File: src/rtl/riscv_ctrl_fsm.sv
// Multicycle RV32 control FSM: sequences fetch/decode/execute and drives
// the ALU operand selects and operation, resolving branches from Zero.
module riscv_ctrl_fsm #(
    parameter int RESET_DELAY = 1
) (
    input  logic       clk,
    input  logic       reset,
    input  logic [6:0] op,
    input  logic [2:0] funct3,
    input  logic       funct7b5,
    input  logic       Zero,
    output logic       PCWrite,
    output logic       AdrSrc,
    output logic       MemWrite,
    output logic       IRWrite,
    output logic       RegWrite,
    output logic [1:0] ResultSrc,
    output logic [1:0] ALUSrcA,
    output logic [1:0] ALUSrcB,
    output logic [1:0] ImmSrc,
    output logic [3:0] ALUControl,
    output logic       illegal_instr
);

    typedef enum logic [3:0] {
        IDLE, FETCH, DECODE, MEMADR,
        MEMREAD, MEMWB, MEMWRITE, EXECR,
        EXECI, ALUWB, BRANCH, BRWAIT,
        BRCHK, BRTGT, JAL, PCWB
    } state_t;

    localparam logic [6:0] OP_LW  = 7'b0000011;
    localparam logic [6:0] OP_SW  = 7'b0100011;
    localparam logic [6:0] OP_R   = 7'b0110011;
    localparam logic [6:0] OP_I   = 7'b0010011;
    localparam logic [6:0] OP_BR  = 7'b1100011;
    localparam logic [6:0] OP_JAL = 7'b1101111;
    localparam logic [3:0] ALU_ADD = 4'b0000;
    localparam logic [3:0] ALU_SUB = 4'b1000;
    localparam logic [3:0] IDLE_LAST = 4'(RESET_DELAY - 1);

    state_t     state, next;
    logic [3:0] cnt;
    logic [3:0] funct_alu;
    logic       taken;

    always_ff @(posedge clk or posedge reset) begin
        if (reset) begin
            state <= IDLE;
            cnt   <= 4'd0;
        end else begin
            state <= next;
            cnt   <= (state == IDLE && next == IDLE) ? cnt + 4'd1 : 4'd0;
        end
    end

    // srai shares funct3 101 with srli, so only there does funct7b5 matter
    assign funct_alu = (op == OP_I && funct3 != 3'b101) ?
                       {1'b0, funct3} : {funct7b5, funct3};
    assign taken = Zero ^ funct3[0];

    always_comb begin
        case (op)
            OP_SW:   ImmSrc = 2'b01;
            OP_BR:   ImmSrc = 2'b10;
            OP_JAL:  ImmSrc = 2'b11;
            default: ImmSrc = 2'b00;
        endcase
    end

    always_comb begin
        next          = IDLE;
        PCWrite       = 1'b0;
        AdrSrc        = 1'b0;
        MemWrite      = 1'b0;
        IRWrite       = 1'b0;
        RegWrite      = 1'b0;
        ResultSrc     = 2'b00;
        ALUSrcA       = 2'b00;
        ALUSrcB       = 2'b00;
        ALUControl    = ALU_ADD;
        illegal_instr = 1'b0;
        case (state)
            IDLE: next = (cnt == IDLE_LAST) ? FETCH : IDLE;
            FETCH: begin
                IRWrite = 1'b1;
                ALUSrcB = 2'b10;
                next    = DECODE;
            end
            DECODE: begin
                PCWrite = 1'b1;
                if (op == OP_LW || op == OP_SW)
                    next = MEMADR;
                else if (op == OP_R)
                    next = EXECR;
                else if (op == OP_I)
                    next = EXECI;
                else if (op == OP_BR && funct3[2:1] == 2'b00)
                    next = BRANCH;
                else if (op == OP_JAL)
                    next = JAL;
                else begin
                    illegal_instr = 1'b1;
                    next          = FETCH;
                end
            end
            MEMADR: begin
                ALUSrcA = 2'b10;
                ALUSrcB = 2'b01;
                next    = (op == OP_LW) ? MEMREAD : MEMWRITE;
            end
            MEMREAD: begin
                AdrSrc = 1'b1;
                next   = MEMWB;
            end
            MEMWB: begin
                RegWrite  = 1'b1;
                ResultSrc = 2'b01;
                next      = FETCH;
            end
            MEMWRITE: begin
                AdrSrc   = 1'b1;
                MemWrite = 1'b1;
                next     = FETCH;
            end
            EXECR: begin
                ALUSrcA    = 2'b10;
                ALUControl = funct_alu;
                next       = ALUWB;
            end
            EXECI: begin
                ALUSrcA    = 2'b10;
                ALUSrcB    = 2'b01;
                ALUControl = funct_alu;
                next       = ALUWB;
            end
            ALUWB: begin
                RegWrite = 1'b1;
                next     = FETCH;
            end
            // SUB is held for two cycles to cover the ALU's Zero latency
            BRANCH, BRWAIT: begin
                ALUSrcA    = 2'b10;
                ALUControl = ALU_SUB;
                next       = (state == BRANCH) ? BRWAIT : BRCHK;
            end
            BRCHK: next = taken ? BRTGT : FETCH;
            BRTGT: begin
                ALUSrcA = 2'b01;
                ALUSrcB = 2'b01;
                next    = PCWB;
            end
            JAL: begin
                RegWrite  = 1'b1;
                ResultSrc = 2'b10;
                ALUSrcA   = 2'b01;
                ALUSrcB   = 2'b01;
                next      = PCWB;
            end
            PCWB: begin
                PCWrite = 1'b1;
                next    = FETCH;
            end
            default: next = IDLE;
        endcase
    end

endmodule

File: config.mk
export PLATFORM = sky130hd
export DESIGN_NAME = riscv_ctrl_fsm
export DESIGN_NICKNAME = d
export VERILOG_FILES = /design/src/rtl/riscv_ctrl_fsm.sv
export SDC_FILE = /design/constraint.sdc
export NUM_CORES = 1
export LEC_CHECK = 0
export ABC_AREA = 1
export CAP_MARGIN = 15
export CORE_ASPECT_RATIO = 0.9
export CORE_MARGIN = 2
export CORE_UTILIZATION = 42
export CTS_CLUSTER_DIAMETER = 30
export CTS_CLUSTER_SIZE = 12
export DETAILED_ROUTE_END_ITERATION = 7
export GPL_TIMING_DRIVEN = 0
export MAX_ROUTING_LAYER = met4
export PLACE_DENSITY = 0.84
export SLEW_MARGIN = 20
export SYNTH_ARGS = -nofsm -noshare
export SYNTH_HDL_FRONTEND = slang
export SYNTH_SLANG_ARGS = --single-unit
File: constraint.sdc
create_clock -name clk -period 1.6 [get_ports clk]
set_clock_uncertainty 0.05 [all_clocks]
set_input_delay 0.48 -clock clk [delete_from_list [all_inputs] [get_ports clk]]
set_output_delay 0.48 -clock clk [all_outputs]
set_load 0.005 [all_outputs]
==> results.yml, run 1 <==
synthesis:
  synth_top_area_share_pct: 26.3
  ys_warn_count: 0
  avgSynthCellArea_sq_um: 6.29
  syn_nets: 137
  syn_inst: 121
  seq_area_frac_synth_pct: 26.3
  synth_edf_count: 0
  synth-async-reset-ratio_pct: 100
  synthesis.area_sq_um: 761
  synth.ff_latch_count: 8
  yosys-top-cells-area: "dfrtp_1, nand2_1, nor2_1"
  yosysTopAreaCell: "dfrtp_1"
  synth_flop_cell: "dfrtp_1"
  synth_cell_types: 25
run_status:
  lastStage: "global routing (5_1_grt)"
  error: "[ERROR DPL-0033] detailed placement checks failed during check placement."
  status: "aborted with a tool error"
clock_network:
  ctsHoldBuffers: 0
  h-tree-depth: 1
  clockRootBuffer: "clkbuf_4"
  cts_sinks: 8
  cts_buffers: 3
  clk_path_buf_depth: 2
floorplanning:
  io_pins: 32
  rows: 14
  die_h_microns: 44.4
  start_util_pct: 45.2
  die_width_microns: 48.9
global_route:
  grt_max_degree: 9
  antenna_found_initial: 0
place:
  gp_congestion: 0.873
  numPortBuffers: 31
  dp_hpwl_microns: 1600
  place_ws_ns: -1.03
sta:
  worst-ep-kind: "top-level output"
  grt-worst-endpoint: "ALUControl[3]"
==> timing repair <==
| action | in CTS |
|---|---|
| endpoints found under the hold margin | 0 |
| setup buffers | 29 |
| pin swaps | 20 |
| endpoints found under the setup margin | 19 |
| resized for setup | 161 |
==> Yosys cell counts (2+ instances only) <==
cell,number
a21oi_1,3
o21ai_2,2
o21ai_0,3
clkinv_1,2
nor2_1,18
nand2_1,24
nor2_2,4
inv_1,17
ha_1,2
nor3_1,5
inv_2,7
dfrtp_1,8
xnor2_1,2
nand3_1,10
o21ai_1,2
nand2_2,3
==> stage by stage <==
step	instance area, sq um	hold WS (ns)	std cells	TNS, ns
2_1_floorplan	761	0.246	121	0
3_3_place_gp	1100	0.418	176	-9.29
3_5_place_dp	1100	0.428	176	-9.87
4_1_cts	1430	0.431	208	-4.13
==> kinds of logic after synthesis <==
kind of cell	Yosys count	share of synthesized area, %
adder cells (fa/ha/maj)	2	3.29
XOR/XNOR	2	2.30
AO/OA/AOI/OAI	15	14.3
buffers and inverters	27	13.8
flip-flops	8	26.3
AND/OR/NAND/NOR	67	40.0
==> run 2, diff against run 1 <==
CORE_AREA = 2 2 63 65   (was default)
CORE_ASPECT_RATIO = default   (was 0.9)
CORE_MARGIN = default   (was 2)
CORE_UTILIZATION = default   (was 42)
CTS_CLUSTER_DIAMETER = default   (was 30)
CTS_CLUSTER_SIZE = default   (was 12)
DIE_AREA = 0 0 65 67   (was default)
MAX_ROUTING_LAYER = default   (was met4)
PLACE_DENSITY = default   (was 0.84)
PLACE_DENSITY_LB_ADDON = 0.15   (was default)
==> run 2 against run 1 <==
Compared with the run above:
- the flow now finishes, with violations (setup timing)
- synthesized cell count unchanged
- area after synthesis unchanged
==> results.yml, run 2 <==
run_status:
  status: "finished, violations left"
  violations: "setup timing"
sta:
  finalHoldViolations: 0
  setup_viol: 18
  fmax_mhz: 503
  relSlewSlack_pct: 72.9
  tightest_slew_ns: 0.403
  setup_slack_ns: -0.388
  rsz0062_at_grt: "true"
  slew_violations: 0
  finalCriticalPeriod_ns: 1.99
  timing.final.crit_share_pct: 124
pwr:
  p_total_uw: 2480
  p_leak_uw: 0.000973
  ir_drop_uv: 578
  power_density_nw_per_um2: 1280
critical_path:
  setup.worst_path.end_class: "output pin"
  worstSetupPathType: "reg -> out"
  critPathLaunchType: "flop"
  startpoint: "state[3]"
  r2r-start: "state[2]"
  cp_max_fo: 3
  required_ns: 1.07
  critPathArrivalTime_ns: 1.46
drt:
  wire_per_inst_microns: 13.0
  route.detailed.drc: 0
  wl_microns: 3430
  via_per_inst: 4.31
  num_vias: 1133
  ant_nets: 0
  drtPass1Iterations: 4
  drt_iter0_drc: 40
min_path:
  worstHoldPathType: "reg -> reg"
  hold_path_startpoint: "cnt[0]"
cells_and_area:
  reg.largest.list: "cnt (4), state (4)"
  final_cell_mix: "buf_6, buf_4, buf_2"
  fill_cells: 327
  layout_commonest_cell: "buf_6"
  ff_latch_area_sq_um: 205
  drive_gt1_share_pct: 73.5
  final_nets: 233
  area_growth_pct: 155
  multi_input_area_sq_um: 706
  antennaDiodeCount: 0
synthesis:
  synth_top_area_share_pct: 26.3
  synthTopCellsByCount: "nand2_1, nor2_1, inv_1"
  yosys-top-cells-area: "dfrtp_1, nand2_1, nor2_1"
  synth_flop_cell: "dfrtp_1"
  synth.ff_latch_count: 8
  seq_area_frac_synth_pct: 26.3
  synthesis.area_sq_um: 761
  synth-async-reset-ratio_pct: 100
  syn_inst: 121
  synth_edf_count: 0
  avgSynthCellArea_sq_um: 6.29
  synth_cell_types: 25
  synth_most_common_cell: "nand2_1"
  syn_nets: 137
  ys_warn_count: 0
  yosysTopAreaCell: "dfrtp_1"
clock_network:
  clockRootBuffer: "clkbuf_8"
  h-tree-depth: 1
  cts_sinks: 8
  path_clk_slew_ns: 0.04
  clkLatencyLatePin_ns: 0.23
  cts_buffers: 3
  clk_path_buf_depth: 2
  cts_tree: "built"
global_route:
  grt_first_pass_wirelength_microns: 5100
  grt_util_all_layers_pct: 15.0
  antenna_found_initial: 0
  grt_overflow: 0
  first_global_vias: 1142
  grt_max_degree: 9
floorplanning:
  io_pins: 32
  die-area_sq_um: 4360
  rows: 22
  die_width_microns: 65
  die_h_microns: 67
  core_area_sq_um: 3610
  start_util_pct: 21.1
place:
  numPortBuffers: 31
  dp_hpwl_microns: 1640
  gp_congestion: 0.820
  place_ws_ns: -1.06
run:
  maxCapViolCount: 0
-- run 2: cell counts after synthesis --
Identical to the previous run, type by type.
-- run 2: final cells by class --
cell class                      count  share of cell area [%]
Buffer                              1                   0.580
Clock buffer                        3                    2.13
Inverter                           26                    6.58
Multi-Input combinational cell     86                    36.4
Sequential cell                     8                    10.6
Tap cell                           48                    3.09
Timing Repair Buffer               91                    40.7
-- run 2: kinds of logic (layout without fill, tap and decap cells) --
logic type | after synthesis | count (layout) | share of synthesized area (%)
and+or+nand+nor | 67 | 67 | 40.0
AOI/OAI and AO/OA | 15 | 15 | 14.3
DFF | 8 | 8 | 26.3
xor gates and xnor gates | 2 | 2 | 2.30
adders and majority gates | 2 | 2 | 3.29
buffers and inverters | 27 | 121 | 13.8
-- run 2: worst max-delay path, cell delays in order (launching register included) --
cell,delay [ns]
dfrtp_2,0.42
buf_6,0.14
inv_8,0.06
nand2_4,0.06
o21ai_4,0.17
buf_6,0.13
nand2_4,0.04
o21ai_2,0.10
buf_2,0.12
-- run 2: timing repair --
action,in CTS,in global routing
gates resized for setup,197,32
pin swaps,29,16
buffers inserted,54,18
setup endpoints to repair,20,22
hold buffers,0,0
-- run 2: routing by layer --
layer | GRT usage [%] | vias to the layer above | wire length, microns
li1 | - | 570 | -
met5 | 0 | - | 0
met1 | 16.3 | 538 | 1310
met2 | 28.5 | 23 | 1960
met4 | 5.05 | 0 | 35
met3 | 3.38 | 2 | 122
-- run 2: power by group --
| group | internal (uW) | switching (uW) |
|---|---|---|
| Combinational | 981 | 913 |
| Sequential | 259 | 80.5 |
| Clock | 163 | 78.6 |
-- run 2: through the flow --
stage | setup TNS (ns) | util [%] | std cells | hold WS [ns] | area, sq um
final | -5.02 | 53.8 | 263 | 0.428 | 1940
after global routing | -6.12 | 53.8 | 263 | 0.473 | 1940
after CTS | -4.43 | 48.4 | 254 | 0.428 | 1750
after detailed placement | -9.92 | 31.4 | 200 | 0.421 | 1130
after global placement | -9.82 | 31.4 | 200 | 0.418 | 1130
after floorplan | 0 | - | 121 | 0.246 | 761
-- run 2: final timing paths --
| kind | end | slack [ns] | cells past startpoint |
|---|---|---|---|
| worst max-delay path | ALUControl[3] | -0.39 | 8 |
| worst min-delay path | cnt[0] | 0.43 | 1 |
| worst max register to register | state[2] | 0.04 | 10 |
| worst min register to register | cnt[0] | 0.43 | 1 |
| max in group asynchronous | state[1] | 0.79 | 2 |
| min in group asynchronous | cnt[0] | 0.45 | 2 |
Note: power is estimated with default switching activity, not from simulation.
==> run 3, diff against run 2 <==
SLEW_MARGIN = default   (was 20)
==> results of run 3 <==
Final layout, timing and power as in run 2 (identical DEF).
